==> config.mk <==
export PLATFORM = sky130hd
export DESIGN_NAME = laser_frame_transmitter_flat
export DESIGN_NICKNAME = d
export VERILOG_FILES = /design/src/rtl/laser_frame_transmitter_if.sv /design/src/rtl/laser_frame_transmitter.sv /design/src/flat_wrapper.sv
export SDC_FILE = /design/constraint.sdc
export NUM_CORES = 1
export LEC_CHECK = 0
export CAP_MARGIN = 15
export CORE_MARGIN = 2
export CORE_UTILIZATION = 57
export CTS_BUF_LIST = sky130_fd_sc_hd__clkbuf_4 sky130_fd_sc_hd__clkbuf_8
export DETAILED_ROUTE_END_ITERATION = 8
export HOLD_SLACK_MARGIN = 0.1
export PLACE_DENSITY_LB_ADDON = 0.15
export SYNTH_ARGS = -nofsm -noshare
export SYNTH_HDL_FRONTEND = slang
export SYNTH_SLANG_ARGS = --single-unit
==> constraint.sdc <==
create_clock -name clock -period 2 [get_ports clock]
set_input_delay 0.6 -clock clock [delete_from_list [all_inputs] [get_ports clock]]
set_output_delay 0.6 -clock clock [all_outputs]
set_load 0.02 [all_outputs]
==> src/rtl/laser_frame_transmitter_if.sv <==
// Handshake and laser bus between the transmit controller and the frame serializer.
// The controller drives the request side; the serializer drives the laser and status.
interface laser_frame_transmitter_if;
    logic       en;
    logic [7:0] data_transmit;
    logic       data_ready;
    logic [1:0] laser_out;
    logic       done;
    logic       busy;

    modport master (
        output en, data_transmit, data_ready,
        input  laser_out, done, busy
    );

    modport slave (
        input  en, data_transmit, data_ready,
        output laser_out, done, busy
    );
endinterface

==> src/rtl/laser_frame_transmitter.sv <==
// Serializes one byte per request into a framed laser bit stream:
// alternating preamble, start, 8 data bits LSB-first, even parity, stop.
module laser_frame_transmitter #(
    parameter int unsigned CLKS_PER_BIT  = 16,
    parameter int unsigned PREAMBLE_BITS = 4
) (
    input  logic                       clock,
    input  logic                       reset,
    laser_frame_transmitter_if.slave   bus
);
    localparam int unsigned CW   = $clog2(CLKS_PER_BIT);
    localparam int unsigned MAXB = (PREAMBLE_BITS > 8) ? PREAMBLE_BITS : 8;
    localparam int unsigned BW   = $clog2(MAXB);
    localparam logic [CW-1:0] LAST_CYC      = CW'(CLKS_PER_BIT - 1);
    localparam logic [BW-1:0] LAST_PREAMBLE = BW'(PREAMBLE_BITS - 1);
    localparam logic [BW-1:0] LAST_DATA     = BW'(7);

    typedef enum logic [2:0] {IDLE, PREAMBLE, START, DATA, PARITY, STOP} state_t;

    state_t        state;
    logic [CW-1:0] cyc;
    logic [BW-1:0] bitcnt;
    logic [7:0]    shreg;
    logic          parity;

    // laser_out is loaded with the next bit at each boundary, so the value is
    // already registered when the new bit period begins.
    always_ff @(posedge clock or posedge reset) begin
        if (reset) begin
            state      <= IDLE;
            cyc        <= '0;
            bitcnt     <= '0;
            shreg      <= '0;
            parity     <= 1'b0;
            bus.laser_out <= 2'b00;
            bus.done   <= 1'b0;
            bus.busy   <= 1'b0;
        end else begin
            bus.done <= 1'b0;
            case (state)
                IDLE: begin
                    bus.laser_out <= 2'b00;
                    bus.busy      <= 1'b0;
                    cyc           <= '0;
                    bitcnt        <= '0;
                    if (bus.en && bus.data_ready) begin
                        shreg         <= bus.data_transmit;
                        parity        <= ^bus.data_transmit;
                        state         <= PREAMBLE;
                        bus.busy      <= 1'b1;
                        bus.laser_out <= 2'b11;
                    end
                end
                default: begin
                    if (cyc != LAST_CYC) begin
                        cyc <= cyc + 1'b1;
                    end else begin
                        cyc <= '0;
                        case (state)
                            PREAMBLE: begin
                                if (bitcnt == LAST_PREAMBLE) begin
                                    bitcnt        <= '0;
                                    state         <= START;
                                    bus.laser_out <= 2'b11;
                                end else begin
                                    bitcnt        <= bitcnt + 1'b1;
                                    bus.laser_out <= {~bus.laser_out[1], 1'b1};
                                end
                            end
                            START: begin
                                state         <= DATA;
                                bus.laser_out <= {shreg[0], 1'b1};
                            end
                            DATA: begin
                                if (bitcnt == LAST_DATA) begin
                                    bitcnt        <= '0;
                                    state         <= PARITY;
                                    bus.laser_out <= {parity, 1'b1};
                                end else begin
                                    bitcnt        <= bitcnt + 1'b1;
                                    shreg         <= shreg >> 1;
                                    bus.laser_out <= {shreg[1], 1'b1};
                                end
                            end
                            PARITY: begin
                                state         <= STOP;
                                bus.laser_out <= 2'b01;
                            end
                            STOP: begin
                                state         <= IDLE;
                                bus.laser_out <= 2'b00;
                                bus.done      <= 1'b1;
                                bus.busy      <= 1'b0;
                            end
                            default: begin
                                state         <= IDLE;
                                bus.laser_out <= 2'b00;
                                bus.busy      <= 1'b0;
                            end
                        endcase
                    end
                end
            endcase
        end
    end
endmodule

==> src/flat_wrapper.sv <==
// flat-port wrapper written by rule: the top's interface ports become plain ports
module laser_frame_transmitter_flat 
#(
    parameter int unsigned CLKS_PER_BIT  = 16,
    parameter int unsigned PREAMBLE_BITS = 4
)
  (clock, reset, bus_en, bus_data_transmit, bus_data_ready, bus_laser_out, bus_done, bus_busy);
  laser_frame_transmitter_if bus_i ();
  input  logic clock;
  input  logic reset;
  input wire logic [$bits(bus_i.en)-1:0] bus_en;
  input wire logic [$bits(bus_i.data_transmit)-1:0] bus_data_transmit;
  input wire logic [$bits(bus_i.data_ready)-1:0] bus_data_ready;
  output wire logic [$bits(bus_i.laser_out)-1:0] bus_laser_out;
  output wire logic [$bits(bus_i.done)-1:0] bus_done;
  output wire logic [$bits(bus_i.busy)-1:0] bus_busy;
  assign bus_i.en = bus_en;
  assign bus_i.data_transmit = bus_data_transmit;
  assign bus_i.data_ready = bus_data_ready;
  assign bus_laser_out = bus_i.laser_out;
  assign bus_done = bus_i.done;
  assign bus_busy = bus_i.busy;
  laser_frame_transmitter #(.CLKS_PER_BIT(CLKS_PER_BIT), .PREAMBLE_BITS(PREAMBLE_BITS)) u_core (.clock(clock), .reset(reset), .bus(bus_i));
endmodule
==> flow_summary.ini, run 1 <==
[run_status]
status = complete, no violations

[worst_setup_path]
critPathKind = reg -> out
crit_fanout = 3
critPathBufInv = 1
r2r-end = u_core.shreg[5]$_DFFE_PP0P_
crit_arrival_ns = 1.33
endpoint_kind = output port
critPathSlowestCell = clkdlybuf4s50_1
cp.required_ns = 1.40
r2r-start = u_core.bitcnt[0]$_DFFE_PP0P_
reg2regPathDepth = 5
ff2ff_setup_slack_ns = 0.14
crit_cells = 1
crit_family = buffers and inverters
max_stage_delay_ns = 0.61
startpoint_type = register
crit_chain = clkdlybuf4s50_1

[drt]
ant_nets = 0
drt_iter0_drc = 7
wirelength_um = 2746
wl_per_cell_um = 16.06
vias = 972
drtPass1Iterations = 4
route.detailed.drc = 0
vias_per_cell = 5.684

[synthesis]
synth_area_sq_mm = 0.001399
ys_async_sr_fraction_pct = 100.0
synth_top_area_share_pct = 41.14
synth_cells = 121
avgSynthCellArea_sq_um = 11.56
yosys.area.top_type = dfrtp_1
ys_seq_elements = 23
synth-edff-count = 0
ys_seq_area_share_pct = 41.14
synth_warnings = 0
synth_cell_types = 39
dominantRegCellSynth = dfrtp_1
yosys-top-cells-area = dfrtp_1, mux2_4, mux2_1, xnor2_1, ha_1
synth_nets = 138

[timing]
finalCritPeriodShare_pct = 96.68
clock.fmax_mhz = 517.1
finClkSkew_ns = 0.01790
tightest_slew_ns = 0.4956
timing.final.ws_setup_ns = 0.06630
slew_headroom_pct = 66.85
fin_crit_ns = 1.934
maxSlewViolCount = 0
finalHoldViolCount = 0
hold_ws_ns = 0.4843
setup_viol = 0
rsz0062_at_grt = no
tns_ns = 0

[global_route]
grt_pass1_wl_um = 4692
grt_usage_pct = 23.24
grt_antenna_before_repair = 0
grt-ovfl-total = 0
grt_pass1_vias = 1011
grt_max_degree = 24

[run]
max-cap-violations = 0

[min_path]
worstHoldStart = u_core.cyc[0]$_DFF_PP0_
hold_depth = 1
min_path_type = reg -> reg
min_to = u_core.cyc[0]$_DFF_PP0_

[clock_network]
post_cts_resized = 0
clock_latency_ns = 0.33
cts_tree = done
cts_made_buffers = 3
cts-root-buf = clkbuf_4
post_cts.repair.setup_buffers = 0
clk_path_buf_depth = 2
clkTransAtPathRegs_ns = 0.15
clock-sinks = 23
ctsHoldBuffers = 0
h-tree-depth = 1

[pwr]
irDropWorstVdd_v = 0.0003815
cellPowerDensity_mw_per_mm2 = 465.9
leakage_nw = 0.7586

[floorplan]
dieArea_sq_mm = 0.002867
dieWidth_um = 53.54
core-area_sq_mm = 0.002276
die_y_um = 53.54
row_count = 17
io_pins = 16
initial_core_util_pct = 61.46

[finish]
area_delta_synth_final_pct = 16.55
fin_util_pct = 71.63
final_layout_size_suffix_gt1_share_pct = 20.98
n_antenna_cell = 0
nets = 161
instances_no_fill = 171

[placement]
dp_cells = 167
pre_cts_ws_ns = 0.07972
io_buffers = 15
hpwlAfterDp_um = 2119
gp_congestion = 0.8398
## worst max path at each step
| stage | from | endpoint |
|---|---|---|
| 2_1_floorplan | u_core.bitcnt[0]$_DFFE_PP0P_ | u_core.shreg[0]$_DFFE_PP0P_ |
| 5_1_grt | u_core.bus.laser_out[1]$_DFFE_PP0P_ | bus_laser_out[1] |
| 6_report | u_core.bus.laser_out[1]$_DFFE_PP0P_ | bus_laser_out[1] |
| 3_3_place_gp | bus_en | u_core.shreg[5]$_DFFE_PP0P_ |
| 3_5_place_dp | bus_en | u_core.shreg[0]$_DFFE_PP0P_ |
| 4_1_cts | u_core.bus.laser_out[1]$_DFFE_PP0P_ | bus_laser_out[1] |
## area by class of cell
type	count	area [sq um]
Timing Repair Buffer	23	210.2
Multi-Input combinational cell	89	767.0
Fill cell	172	645.6
Clock buffer	3	22.52
Sequential cell	23	575.6
Clock inverter	1	5.005
Inverter	4	15.01
Tap cell	28	35.03
## Yosys cell counts, types with 2 or more instances
master and count:
xnor2_1 8, dfrtp_1 23, nor2_1 4, o21ai_0 3, mux2i_1 3, a22oi_1 3
buf_4 2, nor3_4 2, a21oi_1 4, ha_1 5, o21ai_1 10, buf_6 2
nand2b_1 2, nor2b_1 2, nand3_1 3, mux2_1 8, mux2_4 7, and3_1 2
nor3_1 2, nand2_1 5, inv_1 3
## placed cells by master, fill, tap and decap left out, types with 3 or more instances in the layout
cell	netlist	final
nand2_1	5	5
buf_4	2	8
clkdlybuf4s50_1	0	15
ha_1	5	5
o21ai_1	10	10
a21oi_1	4	4
mux2i_1	3	3
o21ai_0	3	3
nand3_1	3	3
clkbuf_4	0	3
inv_1	3	3
dfrtp_1	23	23
mux2_1	8	8
mux2_4	7	7
nor2_1	4	4
a22oi_1	3	3
xnor2_1	8	8
## kinds of logic after synthesis
family | count (synthesis) | synth area share, %
and+or+nand+nor | 30 | 16.28
AOI/OAI and AO/OA | 26 | 11.54
DFF | 23 | 41.14
muxes | 19 | 16.91
xor gates and xnor gates | 9 | 5.635
buffers and inverters | 9 | 4.024
adders and majority gates | 5 | 4.472
## metal layers
layer	vias up	track usage (%)	share of wire [%]
li1	480	-	-
met1	472	30.41	46
met2	16	38.68	50
met3	4	2.500	2.7
met4	0	10.68	1.5
met5	-	0	0
## registers in the layout, indices dropped and copies added, names as in the netlist, named ones only
register              count
u_core.bus.busy           1
u_core.bus.done           1
u_core.bus.laser_out      2
u_core.state              2
u_core.bitcnt             3
u_core.cyc                4
u_core.parity             1
u_core.shreg              8
## per-stage QoR
step	area [sq um]	power (mW)
CTS	1630	0.7601
global route	1630	0.7813
detailed placement	1603	0.5394
finish	1630	0.7596
global placement	1603	0.5382
floorplan	1399	0.5061
## where the power goes
part	internal, mW	switching [mW]	leakage, nW
clock	0.0750	0.155	0.0177
sequential	0.465	0	0.297
combinational	0.0368	0.0281	0.444
No activity file was read; power rests on OpenSTA's default activity.
==> run 2: changes to the inputs <==
--- a/config.mk
+++ b/config.mk
@@ -6,6 +6,7 @@
 export NUM_CORES = 1
 export LEC_CHECK = 0
 export CAP_MARGIN = 15
+export CORE_ASPECT_RATIO = 0.7
 export CORE_MARGIN = 2
 export CORE_UTILIZATION = 57
 export CTS_BUF_LIST = sky130_fd_sc_hd__clkbuf_4 sky130_fd_sc_hd__clkbuf_8
@@ -15,3 +16,4 @@
 export SYNTH_ARGS = -nofsm -noshare
 export SYNTH_HDL_FRONTEND = slang
 export SYNTH_SLANG_ARGS = --single-unit
+export TNS_END_PERCENT = 100
==> flow_summary.ini, run 2 (synthesis gave the netlist of run 1 again) <==
[global_route]
met1_usage_pct = 29.49
grt_use_met2_pct = 34.26
grt_pass1_wl_um = 4595
grt_antenna_before_repair = 0
grt_max_degree = 24
grt_most_used_layer = met2
grt-ovfl-total = 0
use_met3_pct = 5.693
grt_pass1_vias = 966
grt_usage_pct = 21.13

[worst_setup_path]
critPathKind = reg -> out
crit_fanout = 3
startpoint_type = register
endpoint_kind = output port
max_stage_delay_ns = 0.61
crit_family = buffers and inverters
cp.required_ns = 1.40
crit_arrival_ns = 1.32
critPathBufInv = 1
ff2ff_setup_slack_ns = 0.16
crit_chain = clkdlybuf4s50_1
critPathSlowestCell = clkdlybuf4s50_1

[drt]
vias_per_cell = 5.791
wl_per_cell_um = 15.28
vias = 996
wirelength_um = 2628
route.detailed.drc = 0
drt_iter0_drc = 26
drtPass1Iterations = 4
ant_nets = 0

[timing]
clock.fmax_mhz = 519.8
finalCritPeriodShare_pct = 96.19
maxSlewViolCount = 0
setup_viol = 0
fin_crit_ns = 1.924
finClkSkew_ns = 0.004868
finalHoldViolCount = 0
slew_headroom_pct = 66.69
tns_ns = 0
tightest_slew_ns = 0.4981
rsz0062_at_grt = no

[pwr]
leakage_nw = 0.7448
cellPowerDensity_mw_per_mm2 = 470.2
irDropWorstVdd_v = 0.0003257

[floorplan]
row_count = 14
dieArea_sq_mm = 0.002873
core-area_sq_mm = 0.002242
die_y_um = 45.45
initial_core_util_pct = 62.39
dieWidth_um = 63.21
io_pins = 16

[clock_network]
clkTransAtPathRegs_ns = 0.13
clock-sinks = 23
cts-root-buf = clkbuf_4
cts_tree = done
ctsHoldBuffers = 0
cts_made_buffers = 3
h-tree-depth = 1
post_cts_resized = 0
clk_path_buf_depth = 2
post_cts.repair.setup_buffers = 0
clock_latency_ns = 0.33

[finish]
area_delta_synth_final_pct = 15.30
final_common_cell = dfrtp_1
regMostFlops = u_core.shreg
largest_reg_flops = 8
layout_common_cells = dfrtp_1, clkdlybuf4s50_1, o21ai_1, mux2_1, xnor2_1
fin_util_pct = 71.93
nets = 158
n_antenna_cell = 0
final_layout_size_suffix_gt1_share_pct = 19.29
instances_no_fill = 172
reg_top3 = u_core.shreg: 8 flops, u_core.cyc: 4 flops, u_core.bitcnt: 3 flops

[run_status]
status = complete, no violations

[run]
max-cap-violations = 0

[placement]
dp_cells = 168
io_buffers = 15
gp_congestion = 0.8064
hpwlAfterDp_um = 1957

[min_path]
min_path_type = reg -> reg
## run 2: changes by cell type in the layout (fill, tap and decap cells not counted)
cell / previous run / this run
buf_4: 8 / 5
## run 2: where the power goes
group	leakage, nW	total, mW	switching [mW]	internal [mW]
logic	0.431	0.0670	0.0302	0.0368
registers	0.297	0.465	0	0.465
clock network	0.0177	0.226	0.151	0.0751
total	0.745	0.758	0.181	0.577
## run 2: final timing paths
check / to / depth (start not counted) / from
min reg2reg: u_core.cyc[0]$_DFF_PP0_ / 1 / u_core.cyc[0]$_DFF_PP0_
min in group asynchronous: u_core.bitcnt[1]$_DFFE_PP0P_ / 3 / reset
max in group asynchronous: u_core.shreg[7]$_DFFE_PP0P_ / 3 / reset
min: u_core.cyc[0]$_DFF_PP0_ / 1 / u_core.cyc[0]$_DFF_PP0_
max: bus_laser_out[1] / 1 / u_core.bus.laser_out[1]$_DFFE_PP0P_
max reg2reg: u_core.shreg[5]$_DFFE_PP0P_ / 5 / u_core.bitcnt[0]$_DFFE_PP0P_
## run 2: layer usage
metal	wire [um]	share of wire [%]
met1	1314	50
met2	1172	45
met3	122	4.6
met4	19	0.72
met5	0	0
## run 2: area by class of cell
cell class	instances	area (sq um)
Sequential cell	23	575.6
Clock inverter	1	5.005
Clock buffer	3	22.52
Fill cell	175	629.4
Tap cell	32	40.04
Timing Repair Buffer	20	187.7
Multi-Input combinational cell	89	767.0
Inverter	4	15.01
## run 2: worst reg2reg max path, delay by kind of cell (launching register included)
family | cells | cell delay [ns]
fa+ha+maj | 2 | 0.57
flops | 1 | 0.44
simple gates | 2 | 0.42
mux | 1 | 0.31
## run 2: metrics by stage
step	instance area (sq um)	hold WS (ns)	setup WS, ns	power, mW
3_3_place_gp	1585	0.4552	0.1179	0.5386
4_1_cts	1613	0.4875	0.06586	0.7637
3_5_place_dp	1585	0.4721	0.08694	0.5411
5_1_grt	1613	0.5041	0.04154	0.7861
6_report	1613	0.4794	0.07613	0.7583
2_1_floorplan	1399	0.4398	0.3192	0.5061
